`config.mk`:
```
export PLATFORM = sky130hd
export DESIGN_NAME = io_input_conditioner_flat
export DESIGN_NICKNAME = d
export VERILOG_FILES = /design/src/rtl/io_input_conditioner_pkg.sv /design/src/rtl/io_input_conditioner_if.sv /design/src/rtl/io_input_conditioner_key_debounce.sv /design/src/rtl/io_input_conditioner.sv /design/src/flat_wrapper.sv
export SDC_FILE = /design/constraint.sdc
export NUM_CORES = 1
export LEC_CHECK = 0
export CORE_MARGIN = 2
export CORE_UTILIZATION = 59
export CTS_CLUSTER_SIZE = 8
export DETAILED_ROUTE_END_ITERATION = 8
export HOLD_SLACK_MARGIN = 0.15
export PLACE_DENSITY_LB_ADDON = 0.25
export SYNTH_ARGS = -nofsm -noshare
export SYNTH_HDL_FRONTEND = slang
export SYNTH_SLANG_ARGS = --single-unit
```
`constraint.sdc`:
```
create_clock -name clk -period 4.1 [get_ports clk]
set_clock_uncertainty 0.05 [all_clocks]
set_input_delay 1.23 -clock clk [delete_from_list [all_inputs] [get_ports clk]]
set_output_delay 1.23 -clock clk [all_outputs]
set_load 0.01 [all_outputs]
```
`src/rtl/io_input_conditioner_pkg.sv`:
```
// Shared types and constants for the switch/key input conditioner.
// Debounce defaults target a 50 MHz core clock (10 ms window).
package io_pkg;

  typedef enum logic [1:0] {
    RELEASED,
    PRESS_PEND,
    PRESSED,
    RELEASE_PEND
  } key_state_t;

  localparam int GPIO_W              = 32;
  localparam int DEBOUNCE_CYCLES_DEF = 500000;

endpackage

```
`src/rtl/io_input_conditioner_if.sv`:
```
// Raw board inputs and conditioned outputs of the input conditioner.
// master = board/consumer side, slave = conditioner side.
interface io_input_conditioner_if #(
  parameter int SW_WIDTH  = 18,
  parameter int KEY_WIDTH = 4
);
  import io_pkg::*;

  logic [SW_WIDTH-1:0]  sw_raw;
  logic [KEY_WIDTH-1:0] key_raw;
  logic [SW_WIDTH-1:0]  sw_stable;
  logic                 sw_changed;
  logic [KEY_WIDTH-1:0] key_level;
  logic [KEY_WIDTH-1:0] key_press;
  logic [KEY_WIDTH-1:0] key_release;
  logic [GPIO_W-1:0]    gpio_in;

  modport master (
    output sw_raw, key_raw,
    input  sw_stable, sw_changed, key_level, key_press, key_release, gpio_in
  );

  modport slave (
    input  sw_raw, key_raw,
    output sw_stable, sw_changed, key_level, key_press, key_release, gpio_in
  );

endinterface

```
`src/rtl/io_input_conditioner_key_debounce.sv`:
```
// One push-button: 2-flop synchronizer, 4-state debounce FSM, press/release pulses.
// Latency 2 + DEBOUNCE_CYCLES cycles from a clean raw edge; no backpressure.
module key_debounce
  import io_pkg::*;
#(
  parameter int DEBOUNCE_CYCLES = DEBOUNCE_CYCLES_DEF
) (
  input  logic clk,
  input  logic rst_n,
  input  logic key_raw_i,
  output logic key_level_o,
  output logic key_press_o,
  output logic key_release_o
);
  localparam int              CNT_W    = $clog2(DEBOUNCE_CYCLES);
  localparam logic [CNT_W-1:0] CNT_LAST = CNT_W'(DEBOUNCE_CYCLES - 1);

  logic             key_meta_q, key_sync_q;
  key_state_t       state_q, state_d;
  logic [CNT_W-1:0] cnt_q, cnt_d, cnt_inc;
  logic             press_q, press_d, release_q, release_d;

  // Raw key is active-low: sync value 0 means the button is held.
  always_comb begin
    state_d   = state_q;
    cnt_d     = cnt_q;
    press_d   = 1'b0;
    release_d = 1'b0;
    cnt_inc   = (cnt_q == CNT_LAST) ? cnt_q : cnt_q + CNT_W'(1);
    case (state_q)
      RELEASED: begin
        if (!key_sync_q) begin
          state_d = PRESS_PEND;
          cnt_d   = '0;
        end
      end
      PRESS_PEND: begin
        if (key_sync_q) begin
          state_d = RELEASED;
          cnt_d   = '0;
        end else if (cnt_inc == CNT_LAST) begin
          state_d = PRESSED;
          cnt_d   = '0;
          press_d = 1'b1;
        end else begin
          cnt_d = cnt_inc;
        end
      end
      PRESSED: begin
        if (key_sync_q) begin
          state_d = RELEASE_PEND;
          cnt_d   = '0;
        end
      end
      RELEASE_PEND: begin
        if (!key_sync_q) begin
          state_d = PRESSED;
          cnt_d   = '0;
        end else if (cnt_inc == CNT_LAST) begin
          state_d   = RELEASED;
          cnt_d     = '0;
          release_d = 1'b1;
        end else begin
          cnt_d = cnt_inc;
        end
      end
      default: begin
        state_d = RELEASED;
        cnt_d   = '0;
      end
    endcase
  end

  always_ff @(posedge clk or negedge rst_n) begin
    if (!rst_n) begin
      key_meta_q <= 1'b1;
      key_sync_q <= 1'b1;
      state_q    <= RELEASED;
      cnt_q      <= '0;
      press_q    <= 1'b0;
      release_q  <= 1'b0;
    end else begin
      key_meta_q <= key_raw_i;
      key_sync_q <= key_meta_q;
      state_q    <= state_d;
      cnt_q      <= cnt_d;
      press_q    <= press_d;
      release_q  <= release_d;
    end
  end

  assign key_level_o   = (state_q == PRESSED) || (state_q == RELEASE_PEND);
  assign key_press_o   = press_q;
  assign key_release_o = release_q;

endmodule

```
`src/rtl/io_input_conditioner.sv`:
```
// Synchronizes and debounces slide switches (shared debouncer) and push-buttons (per-key FSM).
// Latency 2 + DEBOUNCE_CYCLES cycles from a clean raw edge; no backpressure.
module io_input_conditioner
  import io_pkg::*;
#(
  parameter int SW_WIDTH        = 18,
  parameter int KEY_WIDTH       = 4,
  parameter int DEBOUNCE_CYCLES = DEBOUNCE_CYCLES_DEF
) (
  input logic                   clk,
  input logic                   rst_n,
  io_input_conditioner_if.slave bus
);
  localparam int              CNT_W    = $clog2(DEBOUNCE_CYCLES);
  localparam logic [CNT_W-1:0] CNT_LAST = CNT_W'(DEBOUNCE_CYCLES - 1);

  logic [SW_WIDTH-1:0]  sw_meta_q, sw_sync_q, sw_prev_q;
  logic [SW_WIDTH-1:0]  sw_stable_q, sw_stable_d;
  logic [CNT_W-1:0]     sw_cnt_q, sw_cnt_d, sw_cnt_inc;
  logic                 sw_changed_q, sw_changed_d;
  logic                 sw_load;
  logic [KEY_WIDTH-1:0] key_level, key_press, key_release;

  // Any bit moving restarts the window; a full quiet window that disagrees with
  // the published word loads it.
  always_comb begin
    sw_cnt_inc   = (sw_cnt_q == CNT_LAST) ? sw_cnt_q : sw_cnt_q + CNT_W'(1);
    sw_cnt_d     = (sw_sync_q != sw_prev_q) ? '0 : sw_cnt_inc;
    sw_load      = (sw_sync_q == sw_prev_q) && (sw_cnt_inc == CNT_LAST) &&
                   (sw_sync_q != sw_stable_q);
    sw_stable_d  = sw_load ? sw_sync_q : sw_stable_q;
    sw_changed_d = sw_load;
  end

  always_ff @(posedge clk or negedge rst_n) begin
    if (!rst_n) begin
      sw_meta_q    <= '0;
      sw_sync_q    <= '0;
      sw_prev_q    <= '0;
      sw_cnt_q     <= '0;
      sw_stable_q  <= '0;
      sw_changed_q <= 1'b0;
    end else begin
      sw_meta_q    <= bus.sw_raw;
      sw_sync_q    <= sw_meta_q;
      sw_prev_q    <= sw_sync_q;
      sw_cnt_q     <= sw_cnt_d;
      sw_stable_q  <= sw_stable_d;
      sw_changed_q <= sw_changed_d;
    end
  end

  for (genvar k = 0; k < KEY_WIDTH; k++) begin : g_key
    key_debounce #(
      .DEBOUNCE_CYCLES(DEBOUNCE_CYCLES)
    ) u_key (
      .clk          (clk),
      .rst_n        (rst_n),
      .key_raw_i    (bus.key_raw[k]),
      .key_level_o  (key_level[k]),
      .key_press_o  (key_press[k]),
      .key_release_o(key_release[k])
    );
  end

  assign bus.sw_stable   = sw_stable_q;
  assign bus.sw_changed  = sw_changed_q;
  assign bus.key_level   = key_level;
  assign bus.key_press   = key_press;
  assign bus.key_release = key_release;
  assign bus.gpio_in     = GPIO_W'(sw_stable_q);

endmodule

```
`src/flat_wrapper.sv`:
```
// flat-port wrapper written by rule: the top's interface ports become plain ports
module io_input_conditioner_flat import io_pkg::*;
#(
  parameter int SW_WIDTH        = 18,
  parameter int KEY_WIDTH       = 4,
  parameter int DEBOUNCE_CYCLES = DEBOUNCE_CYCLES_DEF
)
  (clk, rst_n, bus_sw_raw, bus_key_raw, bus_sw_stable, bus_sw_changed, bus_key_level, bus_key_press, bus_key_release, bus_gpio_in);
  io_input_conditioner_if #(.SW_WIDTH(SW_WIDTH), .KEY_WIDTH(KEY_WIDTH)) bus_i ();
  input logic clk;
  input logic rst_n;
  input wire logic [$bits(bus_i.sw_raw)-1:0] bus_sw_raw;
  input wire logic [$bits(bus_i.key_raw)-1:0] bus_key_raw;
  output wire logic [$bits(bus_i.sw_stable)-1:0] bus_sw_stable;
  output wire logic [$bits(bus_i.sw_changed)-1:0] bus_sw_changed;
  output wire logic [$bits(bus_i.key_level)-1:0] bus_key_level;
  output wire logic [$bits(bus_i.key_press)-1:0] bus_key_press;
  output wire logic [$bits(bus_i.key_release)-1:0] bus_key_release;
  output wire logic [$bits(bus_i.gpio_in)-1:0] bus_gpio_in;
  assign bus_i.sw_raw = bus_sw_raw;
  assign bus_i.key_raw = bus_key_raw;
  assign bus_sw_stable = bus_i.sw_stable;
  assign bus_sw_changed = bus_i.sw_changed;
  assign bus_key_level = bus_i.key_level;
  assign bus_key_press = bus_i.key_press;
  assign bus_key_release = bus_i.key_release;
  assign bus_gpio_in = bus_i.gpio_in;
  io_input_conditioner #(.SW_WIDTH(SW_WIDTH), .KEY_WIDTH(KEY_WIDTH), .DEBOUNCE_CYCLES(DEBOUNCE_CYCLES)) u_core (.clk(clk), .rst_n(rst_n), .bus(bus_i));
endmodule
```
# [Yosys cells after proc, flatten, opt, wreduce, memory -nomap -nowiden]
# Cells that the tools add are included.
[word_totals] register_bits=192 input_bits=24 output_inout_bits=63 wordCells=172
[classes] addsub=5 n_eq_ne=41 mux=78 reduce_logical=18
[ops] operator="$mux 19" count=26
[ops] operator="$pmux 19 s4" count=4
[ops] operator="$eq 19x19->1 const B" count=10
[ops] operator="$add 19x1->19 const B" count=5
[ops] operator="$mux 2" count=24
[ops] operator="$ne 18x18->1" count=2
[ops] operator="$pmux 2 s4" count=4
[ops] operator="$ne 3x3->1 const B" count=8
[ops] operator="$mux 1" count=20
[ops] operator="$eq 18x18->1" count=1
[ops] operator="$eq 2x2->1 const B" count=8
[ops] operator="$ne 2x2->1 const B" count=8
[ops] operator="$reduce_and 4->1" count=4
[ops] operator="$eq 2x1->1 const B" count=4
[ops] operator="$logic_not 2->1" count=4
[ops] operator="$reduce_and 2->1" count=4
[ops] operator="$logic_or 1x1->1" count=4
[ops] operator="$logic_and 1x1->1" count=2

# [Logic depth before layout (Yosys ltp)]
# Gate-level depths: netlist of run 1.
[logic_depth] word_depth=6 ltp_mapped=13 ltp_nobuf=9

# [Modules after synthesis]
# A second synthesis of run 1 with hierarchy kept.
[unflattened] cells_unflattened=1087 hier_area_um2=10670.2
[by_module_without_submodules] module="key_debounce (u_core.g_key[0].u_key ...)" instances=3 cells_each=195 area_per_inst_um2=1707.9 seq_area_each_um2=628.1
[by_module_without_submodules] module="io_input_conditioner" instances=1 cells_each=299 area_per_inst_um2=3802.4 seq_area_each_um2=2302.2
[by_module_without_submodules] module="key_debounce (u_core.g_key[3].u_key)" instances=1 cells_each=203 area_per_inst_um2=1744.2 seq_area_each_um2=628.1

# [Worst setup path after synthesis of run 1]
# No wires, ideal clock.
[synth_path] path_type="register to register" from="reg u_core.sw_cnt_q[0]" to="reg u_core.sw_stable_q[10], in the netlist u_core.bus.sw_stable[10]" setup_time_ns=0.125 arrival_time_ns=2.773 required_time_ns=3.925 path_slack_ns=1.152 path_stages_with_launch=12 path_buffers=2 synth_period_minus_slack_ns=2.948 cell_sequence="dfrtp_1 ha_1 nand3_2 nor4b_4 nand4_4 a31oi_1 o32ai_1 a2111oi_1 and4_1 buf_6 buf_12 mux2_4"
[synth_between] elab_chain_len=5 word_cells_on_any_way=6 cone_classes="1 x add/sub; 2 x eq/ne; 1 x mux; 2 x reduce/logical"
[synth_lines] item="start, declared" line="io_input_conditioner.sv:19" source="logic [CNT_W-1:0] sw_cnt_q, sw_cnt_d, sw_cnt_inc;"
[synth_lines] item="start signal, assigned" line="io_input_conditioner.sv:47" source="sw_cnt_q <= sw_cnt_d;"
[synth_lines] item="$add 19x1->19 or $eq 19x19->1 (tied branches)" line="io_input_conditioner.sv:27" source="sw_cnt_inc = (sw_cnt_q == CNT_LAST) ? sw_cnt_q : sw_cnt_q + CNT_W'(1);"
[synth_lines] item="$mux 19 *" line="io_input_conditioner.sv:27"
[synth_lines] item="$eq 19x19->1 *" line="io_input_conditioner.sv:29" source="sw_load = (sw_sync_q == sw_prev_q) && (sw_cnt_inc == CNT_LAST) &&"
[synth_lines] item="$logic_and 1x1->1 * (2 in series)" line="io_input_conditioner.sv:29"
[synth_lines] item="end signal, assigned" line="io_input_conditioner.sv:48" source="sw_stable_q <= sw_stable_d;"
[synth_lines] item="end, declared" line="io_input_conditioner.sv:18" source="logic [SW_WIDTH-1:0] sw_stable_q, sw_stable_d;"
# Every way passes the cells marked *; elsewhere a longest branch is shown, timed or not.
# A chain may end at the register's enable or synchronous reset.

# [Worst setup path after layout of run 1]
[layout_path] from="reg u_core.g_key[0].u_key.cnt_q[0]" to="reg u_core.g_key[0].u_key.cnt_q[16]"
[layout_between] elab_chain_len=6 word_cells_on_any_way=8 cone_classes="1 x add/sub; 2 x eq/ne; 5 x mux"
[layout_lines] item="start, declared" line="io_input_conditioner_key_debounce.sv:20" source="logic [CNT_W-1:0] cnt_q, cnt_d, cnt_inc;"
[layout_lines] item="start signal, assigned" line="io_input_conditioner_key_debounce.sv:86" source="cnt_q <= cnt_d;"
[layout_lines] item="$add 19x1->19 or $eq 19x19->1 (tied branches)" line="io_input_conditioner_key_debounce.sv:29" source="cnt_inc = (cnt_q == CNT_LAST) ? cnt_q : cnt_q + CNT_W'(1);"
[layout_lines] item="$mux 19 *" line="io_input_conditioner_key_debounce.sv:29"
[layout_lines] item="$eq 19x19->1" line="io_input_conditioner_key_debounce.sv:41, io_input_conditioner_key_debounce.sv:59"
[layout_lines] item="$mux 19 *" line="io_input_conditioner_key_debounce.sv:41, io_input_conditioner_key_debounce.sv:59"
[layout_lines] item="$mux 19 (on tied branches)" line="io_input_conditioner_key_debounce.sv:56, io_input_conditioner_key_debounce.sv:38"
[layout_lines] item="$pmux 19 s4 *" line="io_input_conditioner_key_debounce.sv:30" source="case (state_q)"
# Marked as above.

==> results.py, run 1 <==
metrics = {
    "run_status": {
        "status": "completed",
    },
    "die": {
        "row_count": 48,
        "num_io_pins": 87,
        "die_area_um2": 18690,
        "die_h_um": 136.7,
        "core_um2": 17240,
        "die_w_um": 136.7,
        "initial_core_util_pct": 60.29,
    },
    "synthesis": {
        "yosys_warnings": 0,
        "synth_edf_count": 0,
        "synth.avg_cell_area_um2": 9.429,
        "netlist-cell-type-count": 80,
        "synthTopCellsByArea": "dfrtp_1 44%, nand2_1 4.0%, xor2_1 3.5%, xnor2_1 3.4%, buf_4 3.3%",
        "synthArstFlopShare_pct": 100.0,
        "synth_top_area_cell": "dfrtp_1",
        "syn_inst": 1102,
        "synthesis.area_um2": 10390,
        "synth_seq_area_share_pct": 46.33,
        "yosys_register_bits": 192,
        "synthTopCellsByCount": "184 x dfrtp_1, 112 x nand2_1, 82 x nor2_1, 62 x nand3_1, 47 x clkbuf_1",
        "synth_top_area_share_pct": 44.31,
        "synth_top_flop_cell": "dfrtp_1",
        "synth_most_common_cell": "dfrtp_1",
    },
    "sta": {
        "rsz0062_at_grt": "false",
        "fmax_mhz": 290.3,
        "slew_viol_final": 0,
        "timing.slew.headroom_pct": 23.18,
        "fin_tns_setup_ns": 0,
        "hold_violations": 0,
        "min_period_ns": 3.445,
        "setup_ws_ns": 0.6551,
        "period_share_pct": 84.02,
        "setup_violations": 0,
        "worst_pin_slew_ns": 1.148,
    },
    "power_and_ir_drop": {
        "power_w": 0.003858,
        "peakVddDrop_v": 0.0002909,
        "powerDensity_nw_per_um2": 335.8,
        "power_leakage_nw": 4.702,
    },
    "layout": {
        "area_delta_synth_final_pct": 10.57,
        "design_area_um2": 11490,
        "antenna_cells": 0,
        "drive_above_1_share_pct": 7.975,
        "fin_nets": 1132,
    },
    "worst_setup_path": {
        "worstReg2RegEnd": "u_core.g_key[0].u_key.cnt_q[16]",
        "worstSetupStartpointType": "flip-flop",
        "cp-end-kind": "flip-flop",
        "cp_cell_sequence": "ha_1 -> nand4_1 -> o311a_1 -> a31o_2 -> o2111ai_1 -> nor4_2 -> buf_4 -> nor2_1 -> buf_4 -> a21oi_1 -> o21ai_0",
        "slowest_delay_ns": 0.65,
        "slowest_stage": "nor2_1",
        "crit_top_cell": "buf_4",
        "critical_path_arrival_ns": 3.74,
        "critical_path_required_ns": 4.39,
        "r2r.worst_path.cells": 11,
        "reg2reg_setup_slack_ns": 0.66,
        "crit_type": "flip-flop to flip-flop",
        "reg2reg_from": "u_core.g_key[0].u_key.cnt_q[0]",
        "crit_fanout": 13,
    },
    "clock_tree": {
        "cts_hold_repair.buffers": 0,
        "path_clk_slew_ns": 0.07,
        "post_cts_buffers": 0,
        "ctsRootBufferMaster": "clkbuf_16",
        "cts.sink_count": 192,
        "cts_resized": 0,
        "clk_latency_ns": 0.43,
        "htree_levels": 4,
        "cts.path.max_buffers": 2,
        "cts_buffers": 17,
        "cts_tree": "yes",
    },
    "detailed_routing": {
        "wirelength_um": 21290,
        "drc": 0,
        "wire_per_inst_um": 15.88,
        "drt_iter0_markers": 573,
        "viasPerCell": 6.028,
        "ant_nets": 0,
        "dr.pass1.iters": 7,
        "num_vias": 8083,
    },
    "worst_hold_path": {
        "hp-start": "u_core.sw_meta_q[6]",
        "hold_path_depth": 0,
        "min_to": "u_core.sw_sync_q[6]",
        "worstHoldPathType": "flip-flop to flip-flop",
    },
    "global_route": {
        "groute.usage.overall_pct": 23.60,
        "grt_pass1_vias": 7188,
        "grt_antenna_before_repair": 0,
        "overflow": 0,
        "grt_pass1_wl_um": 35170,
        "grt_max_degree": 98,
    },
    "placed_design": {
        "io_buffers": 72,
        "place.gp.congestion": 0.9259,
        "dpl-instance-area_um2": 10910,
        "dp_hpwl_um": 14580,
        "pre_cts_slack_ns": 0.7295,
    },
    "job": {
        "maxCapViolations": 0,
    },
}
-- critical path: cells and delay by family, from the launching register on --
kind	cells	cell delay [ns]
DFF	1	0.45
buffers and inverters	2	0.47
and+or+nand+nor	3	1.10
adders and majority gates	1	0.28
AOI/OAI and AO/OA	5	1.02
-- through the flow --
| step | cells | util [%] | hold slack, ns |
|---|---|---|---|
| 2_1_floorplan | 1115 | - | 0.2812 |
| 3_3_place_gp | 1309 | 63.28 | 0.2810 |
| 3_5_place_dp | 1309 | 63.28 | 0.2847 |
| 6_report | 1341 | 66.66 | 0.2985 |
| 5_1_grt | 1341 | 66.66 | 0.3071 |
| 4_1_cts | 1341 | 66.66 | 0.2996 |
-- report_power, final --
part | switching [W] | total [W] | internal (W)
Clock | 0.000714 | 0.00163 | 0.000921
Sequential | 0.0000591 | 0.00201 | 0.00195
Combinational | 0.000130 | 0.000216 | 0.0000863
Total | 0.000903 | 0.00386 | 0.00295
-- layout make-up --
type	instances	area, um^2
clock inverter	12	135.1
inverter	27	101.3
sequential	192	4815
timing repair buffer	83	832.0
fill	1345	5747
multi-input combinational	782	4878
tap	225	281.5
clock buffer	20	446.7
-- cells by family (layout without fill, tap and decap cells) --
logic type	count (synthesis)	in the layout	share of synthesized area, %
multiplexers	32	32	3.672
adder cells (fa/ha/maj)	5	5	0.6020
other	1	14	0.03609
buffers and inverters	141	142	7.188
flip-flops	192	192	46.33
XOR/XNOR	81	81	6.827
AO/OA/AOI/OAI	187	187	11.66
AND/OR/NAND/NOR	463	463	23.68
-- registers in the layout (all words and copies together) (netlist names), 18 cells and up, named ones only --
name                      flops
u_core.g_key.u_key.cnt_q     76
u_core.sw_cnt_q              19
u_core.bus.sw_stable         18
u_core.sw_meta_q             18
u_core.sw_prev_q             18
u_core.sw_sync_q             18
-- cells in the final DEF (no fill, tap or decap), types with 8 or more instances in the layout --
cell type,instances
nor4_1,24
xnor2_1,40
and2_1,13
mux2i_1,13
dfstp_2,8
inv_1,27
mux2_2,9
clkdlybuf4s50_1,71
nand3_1,62
clkbuf_16,17
and3_1,12
nor2_1,82
dfrtp_1,184
conb_1,14
and4_1,16
xor2_1,41
or3_1,13
o31ai_1,9
nor3_1,26
o21ai_0,45
nand2_1,112
a21o_1,8
buf_4,9
a31oi_1,22
nand4_1,42
a22o_1,10
mux2_4,10
nor2b_1,11
a21oi_1,46
-- routing by layer --
layer,vias up,GRT usage (%),routed length (um)
met5,-,0,0
met4,0,6.308,280
met3,39,4.481,1128
met2,268,35.89,9778
met1,3898,34.83,10100
li1,3878,-,-
-- worst max path at each step --
stage                                        start                               to  cells after the start
finish              u_core.g_key[0].u_key.cnt_q[0]  u_core.g_key[0].u_key.cnt_q[16]                     11
global route        u_core.g_key[0].u_key.cnt_q[0]  u_core.g_key[0].u_key.cnt_q[16]                     11
CTS                 u_core.g_key[0].u_key.cnt_q[0]  u_core.g_key[0].u_key.cnt_q[16]                     11
detailed placement  u_core.g_key[0].u_key.cnt_q[0]  u_core.g_key[0].u_key.cnt_q[16]                     11
global placement    u_core.g_key[0].u_key.cnt_q[0]  u_core.g_key[0].u_key.cnt_q[18]                     11
floorplan                       u_core.sw_cnt_q[0]         u_core.bus.sw_stable[10]                     11
(Power assumes the default switching activity.)
==> inputs of run 2 (changes only) <==
==> constraint.sdc (replaced) <==
create_clock -name clk -period 3.5 [get_ports clk]
set_clock_uncertainty 0.05 [all_clocks]
set_input_delay 1.05 -clock clk [delete_from_list [all_inputs] [get_ports clk]]
set_output_delay 1.05 -clock clk [all_outputs]
set_load 0.01 [all_outputs]
==> run 2 against run 1 <==
Net effect: global-route usage increased by 0.91 points; total power increased by 18%; non-clock buffer count increased by 10; combinational power increased by 19%; hold slack improved by 0.0011 ns.
==> results.py, run 2 (synthesis gave the netlist of run 1 again) <==
metrics = {
    "worst_setup_path": {
        "crit_type": "flip-flop to flip-flop",
        "slowest_delay_ns": 0.45,
        "slowest_stage": "o21a_1",
        "cp-end-kind": "flip-flop",
        "critical_path_arrival_ns": 3.50,
        "critical_path_required_ns": 3.77,
        "worstSetupStartpointType": "flip-flop",
        "crit_fanout": 19,
        "cp_cell_sequence": "ha_1 -> and4_1 -> nand4_1 -> or3_1 -> a22oi_1 -> o2111ai_1 -> o21a_1 -> and3_1 -> a221o_1",
        "crit_buf_inv": 0,
        "critPathTopFamily": "simple AND/OR/NAND/NOR gates",
    },
    "detailed_routing": {
        "drt_iter0_markers": 610,
        "drc": 0,
        "viasPerCell": 6.001,
        "wire_per_inst_um": 16.27,
        "num_vias": 8108,
        "wirelength_um": 21990,
        "dr.pass1.iters": 5,
        "ant_nets": 0,
    },
    "layout": {
        "n_fill_cell": 1367,
        "design_area_um2": 11560,
        "drive_above_1_share_pct": 8.970,
        "largest_register_ffs": 76,
        "top_regs": "u_core.g_key.u_key.cnt_q: 76 flops, u_core.sw_cnt_q: 19 flops",
        "antenna_cells": 0,
        "post-route-util_pct": 67.09,
        "multi_input_area_um2": 4878,
        "regMostFlops": "u_core.g_key.u_key.cnt_q",
        "most-common-layout-cells": "184 x dfrtp_1, 112 x nand2_1, 82 x nor2_1, 71 x clkdlybuf4s50_1, 62 x nand3_1",
        "regArea_um2": 4815,
        "fin_nets": 1142,
        "area_delta_synth_final_pct": 11.28,
        "layout.cells.most_common": "dfrtp_1",
    },
    "power_and_ir_drop": {
        "clkPwrFrac_pct": 42.5,
        "pwr-share-seq_pct": 51.8,
        "powerDensity_nw_per_um2": 392.3,
        "p_sw_share_pct": 24.03,
        "p_int_w": 0.003446,
        "power_leakage_nw": 4.746,
        "power_frac_comb_pct": 5.7,
        "p_sw_w": 0.001090,
        "peakVddDrop_v": 0.0003645,
    },
    "global_route": {
        "grt_pass1_wl_um": 36410,
        "grt_pass1_vias": 7388,
        "grt_antenna_before_repair": 0,
        "grt_max_degree": 78,
        "groute.usage.overall_pct": 24.51,
        "overflow": 0,
    },
    "clock_tree": {
        "cts_resized": 0,
        "post_cts_buffers": 0,
        "cts_hold_repair.buffers": 0,
        "cts.sink_count": 192,
        "path_clk_slew_ns": 0.07,
        "cts_tree": "yes",
        "clk_latency_ns": 0.44,
        "cts_buffers": 17,
        "cts.path.max_buffers": 2,
        "ctsRootBufferMaster": "clkbuf_16",
        "htree_levels": 4,
    },
    "die": {
        "initial_core_util_pct": 60.29,
        "die_h_um": 136.7,
        "num_io_pins": 87,
        "die_w_um": 136.7,
        "die_area_um2": 18690,
        "core_um2": 17240,
        "row_count": 48,
    },
    "placed_design": {
        "dpl-instance-area_um2": 10980,
        "pre_cts_slack_ns": 0.2902,
        "io_buffers": 72,
        "place.gp.congestion": 0.9310,
        "dp_hpwl_um": 15210,
    },
    "sta": {
        "worst_pin_slew_ns": 0.9715,
        "fin_tns_setup_ns": 0,
        "fmax_mhz": 309.5,
        "setup_violations": 0,
        "period_share_pct": 92.32,
        "slew_viol_final": 0,
        "setup_ws_ns": 0.2688,
        "rsz0062_at_grt": "false",
        "min_period_ns": 3.231,
        "hold_violations": 0,
        "timing.slew.headroom_pct": 34.99,
    },
    "worst_hold_path": {
        "worstHoldPathType": "flip-flop to flip-flop",
    },
    "run_status": {
        "status": "completed",
    },
    "job": {
        "maxCapViolations": 0,
    },
}
-- run 2: worst paths after layout --
kind / startpoint / endpoint / slack, ns / depth (start not counted)
max: u_core.g_key[1].u_key.cnt_q[0] / u_core.g_key[1].u_key.cnt_q[18] / 0.27 / 9
min: u_core.sw_meta_q[12] / u_core.sw_sync_q[12] / 0.30 / 0
max reg2reg: u_core.g_key[1].u_key.cnt_q[0] / u_core.g_key[1].u_key.cnt_q[18] / 0.27 / 9
min reg2reg: u_core.sw_meta_q[12] / u_core.sw_sync_q[12] / 0.30 / 0
max in group asynchronous: rst_n / u_core.g_key[3].u_key.key_sync_q / 1.99 / 2
min in group asynchronous: rst_n / u_core.sw_sync_q[14] / 0.59 / 1
-- run 2: area by class of cell --
| class | instances | share of cell area [%] |
|---|---|---|
| clock inverters | 15 | 1.342 |
| well taps | 225 | 2.435 |
| multi-input cells | 782 | 42.19 |
| flip-flops and latches | 192 | 41.64 |
| inverters | 27 | 0.8764 |
| clock buffers | 17 | 3.679 |
| repair buffers | 93 | 7.845 |
-- run 2: power by group through the flow --
| stage | clock [W] | sequential [W] | combinational, W |
|---|---|---|---|
| CTS | 0.00197 | 0.00235 | 0.000262 |
| detailed placement | 0 | 0.00239 | 0.000260 |
| global route | 0.00206 | 0.00236 | 0.000294 |
| global placement | 0 | 0.00239 | 0.000254 |
| floorplan | 0 | 0.00237 | 0.000160 |
| finish | 0.00193 | 0.00235 | 0.000258 |
-- run 2: stage by stage --
stage,hold slack [ns],total power [W],instances
global route,0.3054,0.004713,1351
finish,0.2996,0.004536,1351
CTS,0.2998,0.004586,1351
floorplan,0.2812,0.002534,1115
global placement,0.2817,0.002642,1319
detailed placement,0.2847,0.002652,1319
-- run 2: layer usage --
layer / part of all wire, % / GRT usage [%] / up-vias
met2: 46 / 37.56 / 230
met1: 47 / 35.96 / 3949
met3: 5.0 / 4.037 / 29
li1: - / - / 3900
met5: 0 / 0 / -
met4: 1.4 / 7.407 / 0
